==> config.mk <==
export PLATFORM = sky130hd
export DESIGN_NAME = ps2_host_tx
export DESIGN_NICKNAME = d
export VERILOG_FILES = /design/src/rtl/ps2_host_tx.sv
export SDC_FILE = /design/constraint.sdc
export NUM_CORES = 1
export LEC_CHECK = 0
export ABC_AREA = 0
export ABC_CLOCK_PERIOD_IN_PS = 2500
export CAP_MARGIN = 20
export CELL_PAD_IN_SITES_DETAIL_PLACEMENT = 0
export CELL_PAD_IN_SITES_GLOBAL_PLACEMENT = 1
export CORE_MARGIN = 10
export CORE_UTILIZATION = 47
export CTS_BUF_LIST = sky130_fd_sc_hd__clkbuf_2
export CTS_CLUSTER_SIZE = 8
export DETAILED_ROUTE_END_ITERATION = 8
export HOLD_SLACK_MARGIN = 0.05
export PLACE_DENSITY = 0.87
export SLEW_MARGIN = 20
export SYNTH_ARGS = -nofsm -noshare
export SYNTH_HDL_FRONTEND = slang
export SYNTH_SLANG_ARGS = --single-unit
==> constraint.sdc <==
create_clock -name clk -period 2.5 [get_ports clk]
set_clock_uncertainty 0.05 [all_clocks]
set_input_delay 0.5 -clock clk [delete_from_list [all_inputs] [get_ports clk]]
set_output_delay 0.5 -clock clk [all_outputs]
set_load 0.01 [all_outputs]
==> src/rtl/ps2_host_tx.sv <==
`default_nettype none
// ============================================================================
// ps2_host_tx : PS/2 host-to-device transmitter (inhibit, request, 11-bit
//               frame clocked by the device, ack check, inter-edge timeout)
// Revision    : 1.0
// ============================================================================
module ps2_host_tx #(
  parameter int INHIBIT_CYCLES = 12000,
  parameter int TIMEOUT_CYCLES = 2000000,
  parameter int SYNC_STAGES    = 2
) (
  input  logic       clk,
  input  logic       rst,
  input  logic [7:0] tx_data,
  input  logic       tx_valid,
  output logic       tx_ready,
  output logic       busy,
  output logic       tx_done,
  output logic       tx_err,
  input  logic       ps2_clk_in,
  input  logic       ps2_data_in,
  output logic       ps2_clk_oe,
  output logic       ps2_data_oe
);

  localparam int CNT_MAX = (TIMEOUT_CYCLES > INHIBIT_CYCLES) ? TIMEOUT_CYCLES : INHIBIT_CYCLES;
  localparam int CNT_W   = $clog2(CNT_MAX + 1);

  typedef enum logic [2:0] {
    IDLE      = 3'd0,
    INHIBIT   = 3'd1,
    REQ       = 3'd2,
    SEND      = 3'd3,
    ACK       = 3'd4,
    WAIT_IDLE = 3'd5
  } state_t;

  state_t                 state;
  logic [SYNC_STAGES-1:0] clk_sync_q;
  logic [SYNC_STAGES-1:0] data_sync_q;
  logic                   clk_prev;
  logic [CNT_W-1:0]       cnt;
  logic [10:0]            shreg;
  logic [3:0]             bit_cnt;

  logic clk_sync;
  logic data_sync;
  logic fall;
  logic active;
  logic timeout_hit;

  assign clk_sync    = clk_sync_q[SYNC_STAGES-1];
  assign data_sync   = data_sync_q[SYNC_STAGES-1];
  assign fall        = clk_prev & ~clk_sync;
  assign active      = (state == REQ) || (state == SEND) || (state == ACK) || (state == WAIT_IDLE);
  assign timeout_hit = active && !fall && (cnt == CNT_W'(TIMEOUT_CYCLES - 1));

  // Idle bus is high, so the synchronizers reset to 1 to avoid a false edge.
  always_ff @(posedge clk or negedge rst) begin
    if (!rst) begin
      clk_sync_q  <= '1;
      data_sync_q <= '1;
      clk_prev    <= 1'b1;
    end else begin
      clk_sync_q  <= {clk_sync_q[SYNC_STAGES-2:0], ps2_clk_in};
      data_sync_q <= {data_sync_q[SYNC_STAGES-2:0], ps2_data_in};
      clk_prev    <= clk_sync;
    end
  end

  always_ff @(posedge clk or negedge rst) begin
    if (!rst) begin
      state       <= IDLE;
      ps2_clk_oe  <= 1'b0;
      ps2_data_oe <= 1'b0;
      tx_done     <= 1'b0;
      tx_err      <= 1'b0;
      tx_ready    <= 1'b1;
      busy        <= 1'b0;
      cnt         <= '0;
      shreg       <= '0;
      bit_cnt     <= '0;
    end else begin
      tx_done <= 1'b0;
      tx_err  <= 1'b0;
      // One counter serves both the inhibit delay and the inter-edge watchdog.
      if (active) cnt <= fall ? '0 : cnt + CNT_W'(1);

      case (state)
        IDLE: begin
          if (tx_valid && tx_ready) begin
            shreg      <= {1'b1, ~^tx_data, tx_data};
            bit_cnt    <= '0;
            cnt        <= '0;
            ps2_clk_oe <= 1'b1;
            tx_ready   <= 1'b0;
            busy       <= 1'b1;
            state      <= INHIBIT;
          end
        end
        INHIBIT: begin
          if (cnt == CNT_W'(INHIBIT_CYCLES - 1)) begin
            ps2_data_oe <= 1'b1;
            cnt         <= '0;
            state       <= REQ;
          end else begin
            cnt <= cnt + CNT_W'(1);
          end
        end
        REQ: begin
          ps2_clk_oe <= 1'b0;
          state      <= SEND;
        end
        SEND: begin
          if (fall) begin
            ps2_data_oe <= ~shreg[0];
            shreg       <= {1'b0, shreg[10:1]};
            bit_cnt     <= bit_cnt + 4'd1;
            if (bit_cnt == 4'd9) state <= ACK;
          end
        end
        ACK: begin
          if (fall) begin
            if (data_sync) begin
              tx_err   <= 1'b1;
              tx_ready <= 1'b1;
              busy     <= 1'b0;
              state    <= IDLE;
            end else begin
              state <= WAIT_IDLE;
            end
          end
        end
        WAIT_IDLE: begin
          if (clk_sync && data_sync) begin
            tx_done  <= 1'b1;
            tx_ready <= 1'b1;
            busy     <= 1'b0;
            state    <= IDLE;
          end
        end
        default: state <= IDLE;
      endcase

      if (timeout_hit) begin
        ps2_clk_oe  <= 1'b0;
        ps2_data_oe <= 1'b0;
        tx_done     <= 1'b0;
        tx_err      <= 1'b1;
        tx_ready    <= 1'b1;
        busy        <= 1'b0;
        state       <= IDLE;
      end
    end
  end

endmodule
`default_nettype wire
; ---- Word level (Yosys, flattened, before mapping)
; Index checks and enable logic that the tools add are counted.
[totals]
regBits = 50
in_bits = 13
out_inout_bits = 6
word_cells = 99
[op_classes]
add_sub_neg = 2
eq_ne = 17
muxes = 45
bitwise_logic = 3
reduce_logical = 19
[op_table]
columns = operator, n
row1 = 2-to-1 mux 21 bit, 4
row2 = case mux 21 bit (2 select lines), 1
row3 = 2-to-1 mux 3 bit, 8
row4 = 2-to-1 mux 11 bit, 2
row5 = case mux 11 bit (2 select lines), 1
row6 = "adder 21 x 1 -> 21 bit, second input constant", 1
row7 = "equality test 21 x 14 -> 1 bit, second input constant", 1
row8 = "equality test 21 bit, second input constant", 1
row9 = 2-to-1 mux 1 bit, 21
row10 = case mux 3 bit (6 select lines), 1
row11 = "inequality test 3 bit, second input constant", 5
row12 = 2-to-1 mux 4 bit, 2
row13 = case mux 4 bit (2 select lines), 1
row14 = XNOR reduction 8 bit, 1
row15 = "equality test 3 x 2 -> 1 bit, second input constant", 2
row16 = "equality test 3 bit, second input constant", 2
row17 = "inequality test 3 x 2 -> 1 bit, second input constant", 2
row18 = case mux 1 bit (3 select lines), 2
row19 = AND reduction 3 bit, 2
row20 = AND reduction 6 bit, 1
row21 = nonzero test 3 bit, 2
row22 = AND reduction 5 bit, 1
row23 = "adder 4 x 1 -> 4 bit, second input constant", 1
row24 = "equality test 4 bit, second input constant", 1
row25 = 12 further kinds, 20

; ---- Depth between registers and ports, before layout
; Gate-level depths: netlist (run 1).
[depth]
depth_word = 8
mapped_depth = 7
ltp_nobuf = 7

; ---- Worst setup path after synthesis (run 1)
; OpenSTA, ideal clock, no wires.
[synth_path]
kind = reg-to-reg
start = reg cnt[17]
end = reg cnt[3]
setup_ns = 0.121
arrival_time_ns = 1.891
required_ns = 2.329
setup_slack_ns = 0.438
stages_incl_launch_ff = 7
n_path_buf = 1
synth_period_minus_slack_ns = 2.062
cell_sequence = dfrtp_1 > or4_4 > nor4_4 > a21oi_2 > buf_6 > a21o_1 > a22o_1
[synth_via]
elab_chain_cells = 3
[synth_rtl]
columns = element, line_no
row1 = "start, declared", 42  ; logic [CNT_W-1:0] cnt;
row2 = "start signal, assigned", 87  ; if (active) cnt <= fall ? '0 : cnt + CNT_W'(1);
row3 = "start signal, assigned", 107  ; cnt <= cnt + CNT_W'(1);
row4 = equality test 21 x 14 -> 1 bit, 102  ; if (cnt == CNT_W'(INHIBIT_CYCLES - 1)) begin
row5 = 2-to-1 mux 21 bit, 102
row6 = case mux 21 bit (2 select lines), 89  ; case (state)
; No other way between the ends.
; A chain may end at the register's enable or synchronous reset.

; ---- Worst setup path after layout (run 1)
[layout_path]
start = reg cnt[18]
end = reg cnt[17]
; Same word-level chain as after synthesis.

==> out/qor_table.md, run 1 <==
| Metric | This run | Unit |
| --- | --- | --- |
| Crit path largest cell delay | 0.54 | ns |
| Number of vias in the routed layout | 2,195 | - |
| Sum of negative setup slack | 0 | ns |
| Clock tree sinks | 49 | - |
| Iter 0 DRT Violations | 139 | - |
| Cell area after synthesis | 0.00259 | mm² |
| CP max stage cell | sky130_fd_sc_hd__or4_4 | - |
| Tightest Pin Transition | 0.598 | ns |
| Relative contribution of the clock network to total power | 32.8 | % |
| Final worst hold slack | 0.0601 | ns |
| Internal Dissipation | 1.00 | mW |
| Number of synthesis warnings | 0 | - |
| Layout-stage area growth over the synthesis result | 14.9 | % |
| EDFF count, synth | 0 | - |
| Endpoint kind of the worst setup timing path | register | - |
| Clk_lat worst skew | 0.43 | ns |
| Overall die height | 94.3 | µm |
| Chip width | 94.3 | µm |
| Setup bufs post-CTS | 0 | - |
| Number of instances resized during post-cts repair | 0 | - |
| Number of detailed-route iterations in the first pass | 4 | - |
| Maximum fanout along the worst path | 9 | - |
| Switching fraction of total power | 22.9 | % |
| Reg2reg start | cnt[18] | - |
| TritonCTS Buffers | 5 | - |
| Initial cell density of the core | 49.5 | % |
| Leakage power of the design | 1.22 | nW |
| Share of synthesized registers carrying an async set or reset | 100 | % |
| Detail Placement HPWL | 4000 | µm |
| # diodes | 0 | - |
| Maximum level of the CTS H-tree | 2 | - |
| Count of non-filler cells in the finished layout | 376 | - |
| Number of hold-repair buffers added at the cts stage | 0 | - |
| GPL Wtd Cong | 0.830 | - |
| Combinational Power Share | 5.2 | % |
| First-pass GRT wire length | 9590 | µm |
| Synthesized netlist net count | 293 | - |
| Detail Route Antenna Nets | 0 | - |
| Top cells by count, synth | sky130_fd_sc_hd__dfrtp_1, sky130_fd_sc_hd__nand2_1, sky130_fd_sc_hd__nor2_1 | - |
| Worst R2R Setup Slack | 0.24 | ns |
| DR DRC count | 0 | - |
| Clock Pin Slew Worst Setup and Hold Paths | 0.24 | ns |
| Ys flop type | sky130_fd_sc_hd__dfrtp_1 | - |
| Result of the run | finished clean | - |
| Area share of the largest cell type after synthesis | 41.5 | % |
| Netlist cell types | 56 | - |
| Most used standard cell by instance count after synthesis | sky130_fd_sc_hd__dfrtp_1 | - |
| Data arrival, critical path | 2.55 | ns |
| Library cell with the largest summed area after synthesis | sky130_fd_sc_hd__dfrtp_1 | - |
| Synth top area cells | sky130_fd_sc_hd__dfrtp_1, sky130_fd_sc_hd__dfstp_2, sky130_fd_sc_hd__nand2_1 | - |
| Share of final-layout standard cells stronger than drive strength 1 | 11.8 | % |
| Net count, final | 321 | - |
| Die ar. | 0.00888 | mm² |
| Worst IR drop on VDD | 295 | µV |
| Clock root buffer | sky130_fd_sc_hd__clkbuf_2 | - |
| Number of buffers on the longest clock path | 2 | - |
| Number of global-route vias before repair | 1,998 | - |
| Count of max-cap constraint violations | 0 | - |
| Ratio of total power to cell area | 436 | mW/mm² |
| Cell total after placement | 368 | - |
| Tmin final | 2.26 | ns |
| Number of port buffers | 18 | - |
| Final Max Tran Viols | 0 | - |
| Achievable Freq | 442 | MHz |
| Final std cell area, no fill | 0.00298 | mm² |
| Global route total overflow | 0 | - |
| Global Route Usage Sum | 13.2 | % |
| Finished Core Util | 56.9 | % |
| Register Area | 0.00123 | mm² |
| Number of top-level design ports | 19 | - |
| Filler Cells Inserted | 473 | - |
| Area used by multi-input combinational logic | 0.00128 | mm² |
| Average cell area after synthesis | 9.35 | µm² |
| Req. time, crit path | 2.79 | ns |
| Core ar. | 0.00524 | mm² |
| Number of antenna violations at the first check in global routing | 0 | - |
| Part of the power in registers | 62.1 | % |
| # setup viols final | 0 | - |
| Post-synthesis cell count | 277 | - |
| Flop and latch count out of synthesis | 49 | - |
| Cells along the critical path | or4_4, nor4_4, a21oi_2, buf_4, and3_1, a221o_1 | - |
| Post-placement cell area | 0.00291 | mm² |
| Worst R2R End | cnt[17] | - |
| CTS tree | built | - |
| Class of the tightest hold or removal check | primary input to asynchronous set/reset pin | - |
| Unrepaired setup endpoints after global routing | no | - |
| Maximum number of pins on one net before global-route repair | 50 | - |
| Reg2reg path depth | 6 | - |
| Number of standard-cell rows in the floorplan | 26 | - |
| Routed len/inst | 14.7 | µm |
| Psw | 0.297 | mW |
| Number of hold violations in the final report | 0 | - |
| Critical Setup Path Class | register to register | - |
| Headroom to the max-slew limit | 60.1 | % |
| Wire length after detailed routing | 5540 | µm |
| Startpoint type of the worst setup path | register | - |
| Seq/Total Area, Yosys | 47.6 | % |
| Via density | 5.84 | - |
| Crit share post-route | 90.5 | % |
-- power by group through the flow --
stage | Combinational [mW] | Sequential [mW] | Clock (mW)
after floorplan | 0.0282 | 0.817 | 0
after detailed placement | 0.0693 | 0.818 | 0
final | 0.0669 | 0.805 | 0.425
after CTS | 0.0695 | 0.805 | 0.443
after global placement | 0.0686 | 0.818 | 0
after global routing | 0.0761 | 0.807 | 0.483
-- per-stage QoR --
step / total power, mW / worst slack [ns]
2_1_floorplan: 0.845 / 0.438
3_3_place_gp: 0.886 / 0.326
3_5_place_dp: 0.887 / 0.274
4_1_cts: 1.32 / 0.249
5_1_grt: 1.37 / 0.149
6_report: 1.30 / 0.238
-- flip-flops by register name, summed over array words and instances, names as in the netlist, 2 cells and up --
signal       flops
clk_sync_q       2
data_sync_q      2
cnt             21
state            3
shreg           10
bit_cnt          4
-- how the worst max path moves through the flow --
stage | slack [ns] | from | cells past startpoint | to
3_3_place_gp | 0.33 | cnt[18] | 6 | cnt[19]
5_1_grt | 0.15 | cnt[18] | 6 | cnt[19]
2_1_floorplan | 0.44 | cnt[17] | 6 | cnt[3]
4_1_cts | 0.25 | cnt[18] | 6 | cnt[17]
3_5_place_dp | 0.27 | cnt[18] | 6 | cnt[17]
6_report | 0.24 | cnt[18] | 6 | cnt[17]
-- logic make-up after synthesis --
group,share of synthesized area [%]
compound gates,19.1
buf+inv,2.99
mux,0.386
flops,47.6
xor+xnor,3.38
simple gates,25.1
fa+ha+maj,1.45
-- critical path, delay by kind of cell (launching register included) --
kind / cells / cell delay (ns)
AO/OA/AOI/OAI: 2 / 0.44
buffers and inverters: 1 / 0.20
flip-flops: 1 / 0.49
AND/OR/NAND/NOR: 3 / 1.01
-- placed cells by master (no fill, tap or decap), drive strengths merged, types with 2 or more instances in the layout --
cell type / count
ha: 3
nor2: 28
a31oi: 23
and4: 2
clkbuf: 5
clkdlybuf4s50: 17
and3: 3
a41oi: 3
a21o: 5
nand3: 11
a221o: 2
a22o: 3
or4: 3
inv: 6
nand2: 40
o21ai: 4
nor3: 5
buf: 16
xnor2: 7
nand4: 10
or2: 3
a21oi: 17
dfstp: 6
dfrtp: 43
nor4: 4
and2: 2
xor2: 3
a211oi: 4
nand2b: 5
-- cell type report --
cell class                      instances  area share (%)
Clock buffer                            5           0.840
Tap cell                               70            2.94
Clock inverter                          3            1.39
Timing Repair Buffer                   33            9.66
Multi-Input combinational cell        210            43.0
Sequential cell                        49            41.4
Inverter                                6           0.756
-- routing by layer --
metal  GRT usage, %  share of wire [%]  wire length (µm)  vias up
met5              0                  0                 0        -
met4           3.80                1.0                56        0
met3           3.04                5.7               314        7
met2           19.6                 45              2510       56
met1           18.4                 48              2660     1050
li1               -                  -                 -     1082
No activity file was read; power rests on OpenSTA's default activity.
==> run 2: changes to the inputs <==
--- a/config.mk
+++ b/config.mk
@@ -10,7 +10,7 @@
 export CAP_MARGIN = 20
 export CELL_PAD_IN_SITES_DETAIL_PLACEMENT = 0
 export CELL_PAD_IN_SITES_GLOBAL_PLACEMENT = 1
-export CORE_MARGIN = 10
+export CORE_MARGIN = 1
 export CORE_UTILIZATION = 47
 export CTS_BUF_LIST = sky130_fd_sc_hd__clkbuf_2
 export CTS_CLUSTER_SIZE = 8
==> out/qor_table.md, run 2 (synthesis results as in run 1) <==
| Metric | This run | Unit | Change |
| --- | --- | --- | --- |
| Final Max Tran Viols | 0 | - | unchanged |
| CP bufs+invs | 1 | - | unchanged |
| Class of the tightest hold or removal check | primary input to asynchronous set/reset pin | - |  |
| Number of top-level design ports | 19 | - | unchanged |
| Req. time, crit path | 2.83 | ns | +0.04 ns |
| Number of hold-repair buffers added at the cts stage | 0 | - | unchanged |
| Global Route Usage Sum | 21.5 | % | +8.3 points |
| Chip width | 76.3 | µm | -19% |
| Cells along the critical path | or4_4, nor4_4, a21oi_2, buf_12, and3_1, a221o_1 | - |  |
| Number of global-route vias before repair | 2,029 | - | +1.6% |
| Die ar. | 0.00581 | mm² | -35% |
| Detail Route Antenna Nets | 0 | - | unchanged |
| Final std cell area, no fill | 0.00297 | mm² | -0.34% |
| Critical Setup Path Class | register to register | - |  |
| Achievable Freq | 439 | MHz | -0.81% |
| Count of non-filler cells in the finished layout | 376 | - | unchanged |
| Clock Pin Slew Worst Setup and Hold Paths | 0.26 | ns | +0.02 ns |
| Crit path largest cell delay | 0.54 | ns | about the same |
| Most common cell after layout, fill and taps aside | sky130_fd_sc_hd__dfrtp_1 | - |  |
| Number of buffers on the longest clock path | 2 | - | unchanged |
| Routed len/inst | 15.6 | µm | +5.8% |
| Number of port buffers | 18 | - | unchanged |
| Number of hold violations in the final report | 0 | - | unchanged |
| Post-placement cell area | 0.00292 | mm² | +0.43% |
| Via density | 5.86 | - | +0.36% |
| Clk_lat worst skew | 0.45 | ns | +0.02 ns |
| Number of vias in the routed layout | 2,203 | - | +0.36% |
| Sum of negative setup slack | 0 | ns | unchanged |
| Largest delay share family, worst path | simple AND/OR/NAND/NOR gates | - |  |
| Iter 0 DRT Violations | 191 | - | +37% |
| Final worst hold slack | 0.0619 | ns | +0.00184 ns |
| Most flop-heavy register | cnt | - |  |
| Maximum number of pins on one net before global-route repair | 40 | - | -20% |
| Maximum level of the CTS H-tree | 2 | - | unchanged |
| Number of antenna violations at the first check in global routing | 0 | - | unchanged |
| Headroom to the max-slew limit | 41.2 | % | -19 points |
| Worst IR drop on VDD | 257 | µV | -13% |
| Layout-stage area growth over the synthesis result | 14.5 | % |  |
| Number of instances resized during post-cts repair | 0 | - | unchanged |
| Count of max-cap constraint violations | 0 | - | unchanged |
| Tightest Pin Transition | 0.881 | ns | +0.283 ns |
| Overall die height | 76.3 | µm | -19% |
| Leakage power of the design | 1.22 | nW | +0.20% |
| Share of final-layout standard cells stronger than drive strength 1 | 12.1 | % | +0.33 points |
| CP max stage cell | sky130_fd_sc_hd__or4_4 | - |  |
| Endpoint kind of the worst setup timing path | register | - |  |
| Global route total overflow | 0 | - | unchanged |
| Ratio of total power to cell area | 412 | mW/mm² | -5.4% |
| Area used by multi-input combinational logic | 0.00128 | mm² | unchanged |
| Tmin final | 2.28 | ns | +0.0185 ns |
| Clock root buffer | sky130_fd_sc_hd__clkbuf_2 | - |  |
| Highest-count cells in the layout ignoring fill and taps | sky130_fd_sc_hd__dfrtp_1, sky130_fd_sc_hd__nand2_1, sky130_fd_sc_hd__nor2_1 | - |  |
| GPL Wtd Cong | 0.854 | - | +2.9% |
| Data arrival, critical path | 2.61 | ns | +0.06 ns |
| TritonCTS Buffers | 5 | - | unchanged |
| Detail Placement HPWL | 4000 | µm | +0.16% |
| Result of the run | finished clean | - |  |
| Initial cell density of the core | 49.8 | % | +0.31 points |
| Register Area | 0.00123 | mm² | unchanged |
| Number of detailed-route iterations in the first pass | 5 | - | +1 |
| # setup viols final | 0 | - | unchanged |
| Net count, final | 321 | - | unchanged |
| Maximum fanout along the worst path | 22 | - | +13 |
| Cell total after placement | 368 | - | unchanged |
| Core ar. | 0.00520 | mm² | -0.62% |
| Regs by FF count | cnt x21, shreg x10, bit_cnt x4 | - |  |
| Setup bufs post-CTS | 0 | - | unchanged |
| DR DRC count | 0 | - | unchanged |
| Unrepaired setup endpoints after global routing | no | - |  |
| # diodes | 0 | - | unchanged |
| Flip-flop count of the largest register, all copies and words added | 21 | - | unchanged |
| First-pass GRT wire length | 9890 | µm | +3.2% |
| Filler Cells Inserted | 472 | - | -0.21% |
| Startpoint type of the worst setup path | register | - |  |
| Clock tree sinks | 49 | - | unchanged |
| Wire length after detailed routing | 5860 | µm | +5.8% |
| Post-layout power | 1.22 | mW | -5.8% |
| Number of standard-cell rows in the floorplan | 26 | - | unchanged |
| CTS tree | built | - |  |
| Crit share post-route | 91.2 | % | +0.74 points |
run 2: cell types whose count changed in the layout (fill, tap and decap cells not counted):
cell                         previous run  this run
sky130_fd_sc_hd__clkbuf_2               5         7
sky130_fd_sc_hd__clkinvlp_4             1         0
sky130_fd_sc_hd__clkinv_4               0         1
sky130_fd_sc_hd__buf_12                 0         1
sky130_fd_sc_hd__clkinv_1               1         0
sky130_fd_sc_hd__bufinv_16              1         0
sky130_fd_sc_hd__buf_4                 15        14
run 2: report_power, final:
group / switching [mW] / leakage [nW] / internal (mW)
sequential: 0.00339 / 0.534 / 0.802
combinational: 0.0353 / 0.658 / 0.0345
clock: 0.267 / 0.0332 / 0.0797
run 2: area by class of cell:
cell class / instances / area share, %
repair buffers: 33 / 10.1
multi-input cells: 210 / 43.1
clock buffers: 7 / 1.18
inverters: 6 / 0.759
well taps: 70 / 2.95
clock inverters: 1 / 0.295
flip-flops and latches: 49 / 41.6
run 2: routing by layer:
metal / routed length, µm / track usage (%)
met5: 0 / 0
met4: 67 / 6.92
met3: 257 / 3.95
met2: 2610 / 32.1
met1: 2930 / 31.4
run 2: path summary, 6_finish.rpt:
| path | startpoint | end | slack, ns | cells past startpoint |
|---|---|---|---|---|
| setup reg to reg | cnt[18] | cnt[17] | 0.22 | 6 |
| hold reg to reg | data_sync_q[0] | data_sync_q[1] | 0.33 | 0 |
| min in group clk | data_sync_q[0] | data_sync_q[1] | 0.33 | 0 |
| max in group asynchronous | rst | cnt[14] | 1.67 | 2 |
| setup / recovery | cnt[18] | cnt[17] | 0.22 | 6 |
| hold / removal | rst | bit_cnt[2] | 0.06 | 1 |
run 2: stage by stage:
| step | utilization, % | worst slack (ns) |
|---|---|---|
| 5_1_grt | 57.0 | 0.113 |
| 4_1_cts | 57.0 | 0.209 |
| 3_5_place_dp | 56.2 | 0.211 |
| 2_1_floorplan | - | 0.438 |
| 3_3_place_gp | 56.2 | 0.279 |
| 6_report | 57.0 | 0.220 |
==> run 3: changes to the inputs <==
--- a/config.mk
+++ b/config.mk
@@ -7,7 +7,7 @@
 export LEC_CHECK = 0
 export ABC_AREA = 0
 export ABC_CLOCK_PERIOD_IN_PS = 2500
-export CAP_MARGIN = 20
+export CAP_MARGIN = 30
 export CELL_PAD_IN_SITES_DETAIL_PLACEMENT = 0
 export CELL_PAD_IN_SITES_GLOBAL_PLACEMENT = 1
 export CORE_MARGIN = 1
==> out/qor_table.md, run 3 (synthesis results as in run 1) <==
| Metric | This run | Unit | Change |
| --- | --- | --- | --- |
| CTS tree | built | - |  |
| Number of antenna violations at the first check in global routing | 0 | - | unchanged |
| Flip-flop count of the largest register, all copies and words added | 21 | - | unchanged |
| Number of instances resized during post-cts repair | 0 | - | unchanged |
| Global route total overflow | 0 | - | unchanged |
| Ratio of total power to cell area | 410 | mW/mm² | -0.37% |
| # setup viols final | 0 | - | unchanged |
| Clock tree sinks | 49 | - | unchanged |
| Result of the run | finished clean | - |  |
| DR DRC count | 0 | - | unchanged |
| Internal Dissipation | 0.921 | mW | +0.45% |
| Final worst slack | 0.221 | ns | +0.00121 ns |
| Chip width | 76.3 | µm | unchanged |
| Clock root buffer | sky130_fd_sc_hd__clkbuf_2 | - |  |
| Req. time, crit path | 2.84 | ns | about the same |
| Tmin final | 2.28 | ns | -0.00121 ns |
| Number of port buffers | 18 | - | unchanged |
| Startpoint type of the worst setup path | register | - |  |
| Switching fraction of total power | 25.2 | % | +0.14 points |
| Finished Core Util | 57.6 | % | +0.58 points |
| Headroom to the max-slew limit | 62.5 | % | +21 points |
| Relative contribution of the clock network to total power | 28.5 | % | about the same |
| Worst IR drop on VDD | 256 | µV | -0.34% |
| Maximum number of pins on one net before global-route repair | 40 | - | unchanged |
| Detail Route Antenna Nets | 0 | - | unchanged |
| Count of non-filler cells in the finished layout | 378 | - | +0.53% |
| Leakage power of the design | 1.24 | nW | +1.1% |
| Detail Placement HPWL | 4000 | µm | unchanged |
| Tightest Pin Transition | 0.562 | ns | -0.319 ns |
| Core ar. | 0.00520 | mm² | unchanged |
| Maximum fanout along the worst path | 22 | - | unchanged |
| Routed len/inst | 15.3 | µm | -2.1% |
| Data arrival, critical path | 2.62 | ns | about the same |
| Layout-stage area growth over the synthesis result | 15.7 | % |  |
| Most flop-heavy register | cnt | - |  |
| Clk_lat worst skew | 0.46 | ns | about the same |
| Unrepaired setup endpoints after global routing | no | - |  |
| Number of standard-cell rows in the floorplan | 26 | - | unchanged |
| Die ar. | 0.00581 | mm² | unchanged |
| Regs by FF count | cnt x21, shreg x10, bit_cnt x4 | - |  |
| Psw | 0.310 | mW | +1.2% |
| Part of the power in registers | 65.5 | % | -0.4 points |
| GPL Wtd Cong | 0.854 | - | unchanged |
| Sum of negative setup slack | 0 | ns | unchanged |
| Worst setup slack after placement | 0.211 | ns | unchanged |
| Number of detailed-route iterations in the first pass | 4 | - | -1 |
| Clock Pin Slew Worst Setup and Hold Paths | 0.27 | ns | about the same |
| # diodes | 0 | - | unchanged |
| Number of buffers on the longest clock path | 2 | - | unchanged |
| Cell total after placement | 368 | - | unchanged |
| Via density | 5.85 | - | -0.21% |
| Number of vias in the routed layout | 2,210 | - | +0.32% |
| Most common cell after layout, fill and taps aside | sky130_fd_sc_hd__dfrtp_1 | - |  |
| Combinational Power Share | 6.1 | % | +0.4 points |
| Crit share post-route | 91.2 | % | about the same |
| Final Max Tran Viols | 0 | - | unchanged |
| Endpoint kind of the worst setup timing path | register | - |  |
| Critical Setup Path Class | register to register | - |  |
| Overall die height | 76.3 | µm | unchanged |
| Class of the tightest hold or removal check | primary input to asynchronous set/reset pin | - |  |
| Net count, final | 323 | - | +0.62% |
| Number of top-level design ports | 19 | - | unchanged |
| Iter 0 DRT Violations | 245 | - | +28% |
| Achievable Freq | 439 | MHz | about the same |
| Global Route Usage Sum | 21.5 | % | unchanged |
| Initial cell density of the core | 49.8 | % | unchanged |
| First-pass GRT wire length | 9890 | µm | unchanged |
| Highest-count cells in the layout ignoring fill and taps | sky130_fd_sc_hd__dfrtp_1, sky130_fd_sc_hd__nand2_1, sky130_fd_sc_hd__nor2_1 | - |  |
| Number of hold violations in the final report | 0 | - | unchanged |
| TritonCTS Buffers | 5 | - | unchanged |
| Post-layout power | 1.23 | mW | +0.64% |
| Count of max-cap constraint violations | 0 | - | unchanged |
| Maximum level of the CTS H-tree | 2 | - | unchanged |
| Number of global-route vias before repair | 2,029 | - | unchanged |
| Share of final-layout standard cells stronger than drive strength 1 | 12.3 | % | +0.25 points |
| Wire length after detailed routing | 5770 | µm | -1.6% |
-- run 3: through the flow --
stage               hold WS, ns  instance area, µm²
floorplan                 0.154                2590
global placement          0.297                2920
detailed placement        0.301                2920
CTS                      0.0783                2970
global route              0.284                3000
finish                    0.311                3000
-- run 3: final timing paths --
path                            slack [ns]  cells after the start            from             end
worst max-delay path                  0.22                      6         cnt[18]         cnt[19]
worst min-delay path                  0.31                      2             rst      bit_cnt[3]
worst max register to register        0.22                      6         cnt[18]         cnt[19]
worst min register to register        0.33                      0  data_sync_q[0]  data_sync_q[1]
max in group asynchronous             1.46                      4             rst         cnt[14]
min in group clk                      0.33                      0  data_sync_q[0]  data_sync_q[1]
-- run 3: layout make-up --
cell class,count,area [µm²]
Clock buffer,7,35.0
Multi-Input combinational cell,210,1280
Fill cell,468,2210
Sequential cell,49,1230
Timing Repair Buffer,35,330
Inverter,6,22.5
Tap cell,70,87.6
Clock inverter,1,8.76
-- run 3: what timing repair did --
action,CTS,global route
setup buffers,0,0
hold buffers,0,1
hold endpoints to repair,0,14
-- run 3: metal layers --
layer,track usage (%),vias up,part of all wire (%)
met4,6.92,0,1.2
met3,3.95,6,5.9
met5,0,-,0
li1,-,1084,-
met1,31.4,1044,46
met2,32.1,76,46
-- run 3: critical path: stages (launching register included) --
cell and delay, ns:
sky130_fd_sc_hd__dfrtp_1 0.50, sky130_fd_sc_hd__or4_4 0.54, sky130_fd_sc_hd__nor4_4 0.31, sky130_fd_sc_hd__a21oi_2 0.19, sky130_fd_sc_hd__buf_12 0.20, sky130_fd_sc_hd__and3_1 0.16
sky130_fd_sc_hd__a221o_1 0.26
-- run 3: power by group through the flow --
stage | clock (mW) | sequential (mW) | combinational (mW)
after detailed placement | 0 | 0.818 | 0.0716
after CTS | 0.355 | 0.806 | 0.0718
after global placement | 0 | 0.818 | 0.0706
final | 0.350 | 0.806 | 0.0746
after floorplan | 0 | 0.817 | 0.0282
after global routing | 0.379 | 0.807 | 0.0850
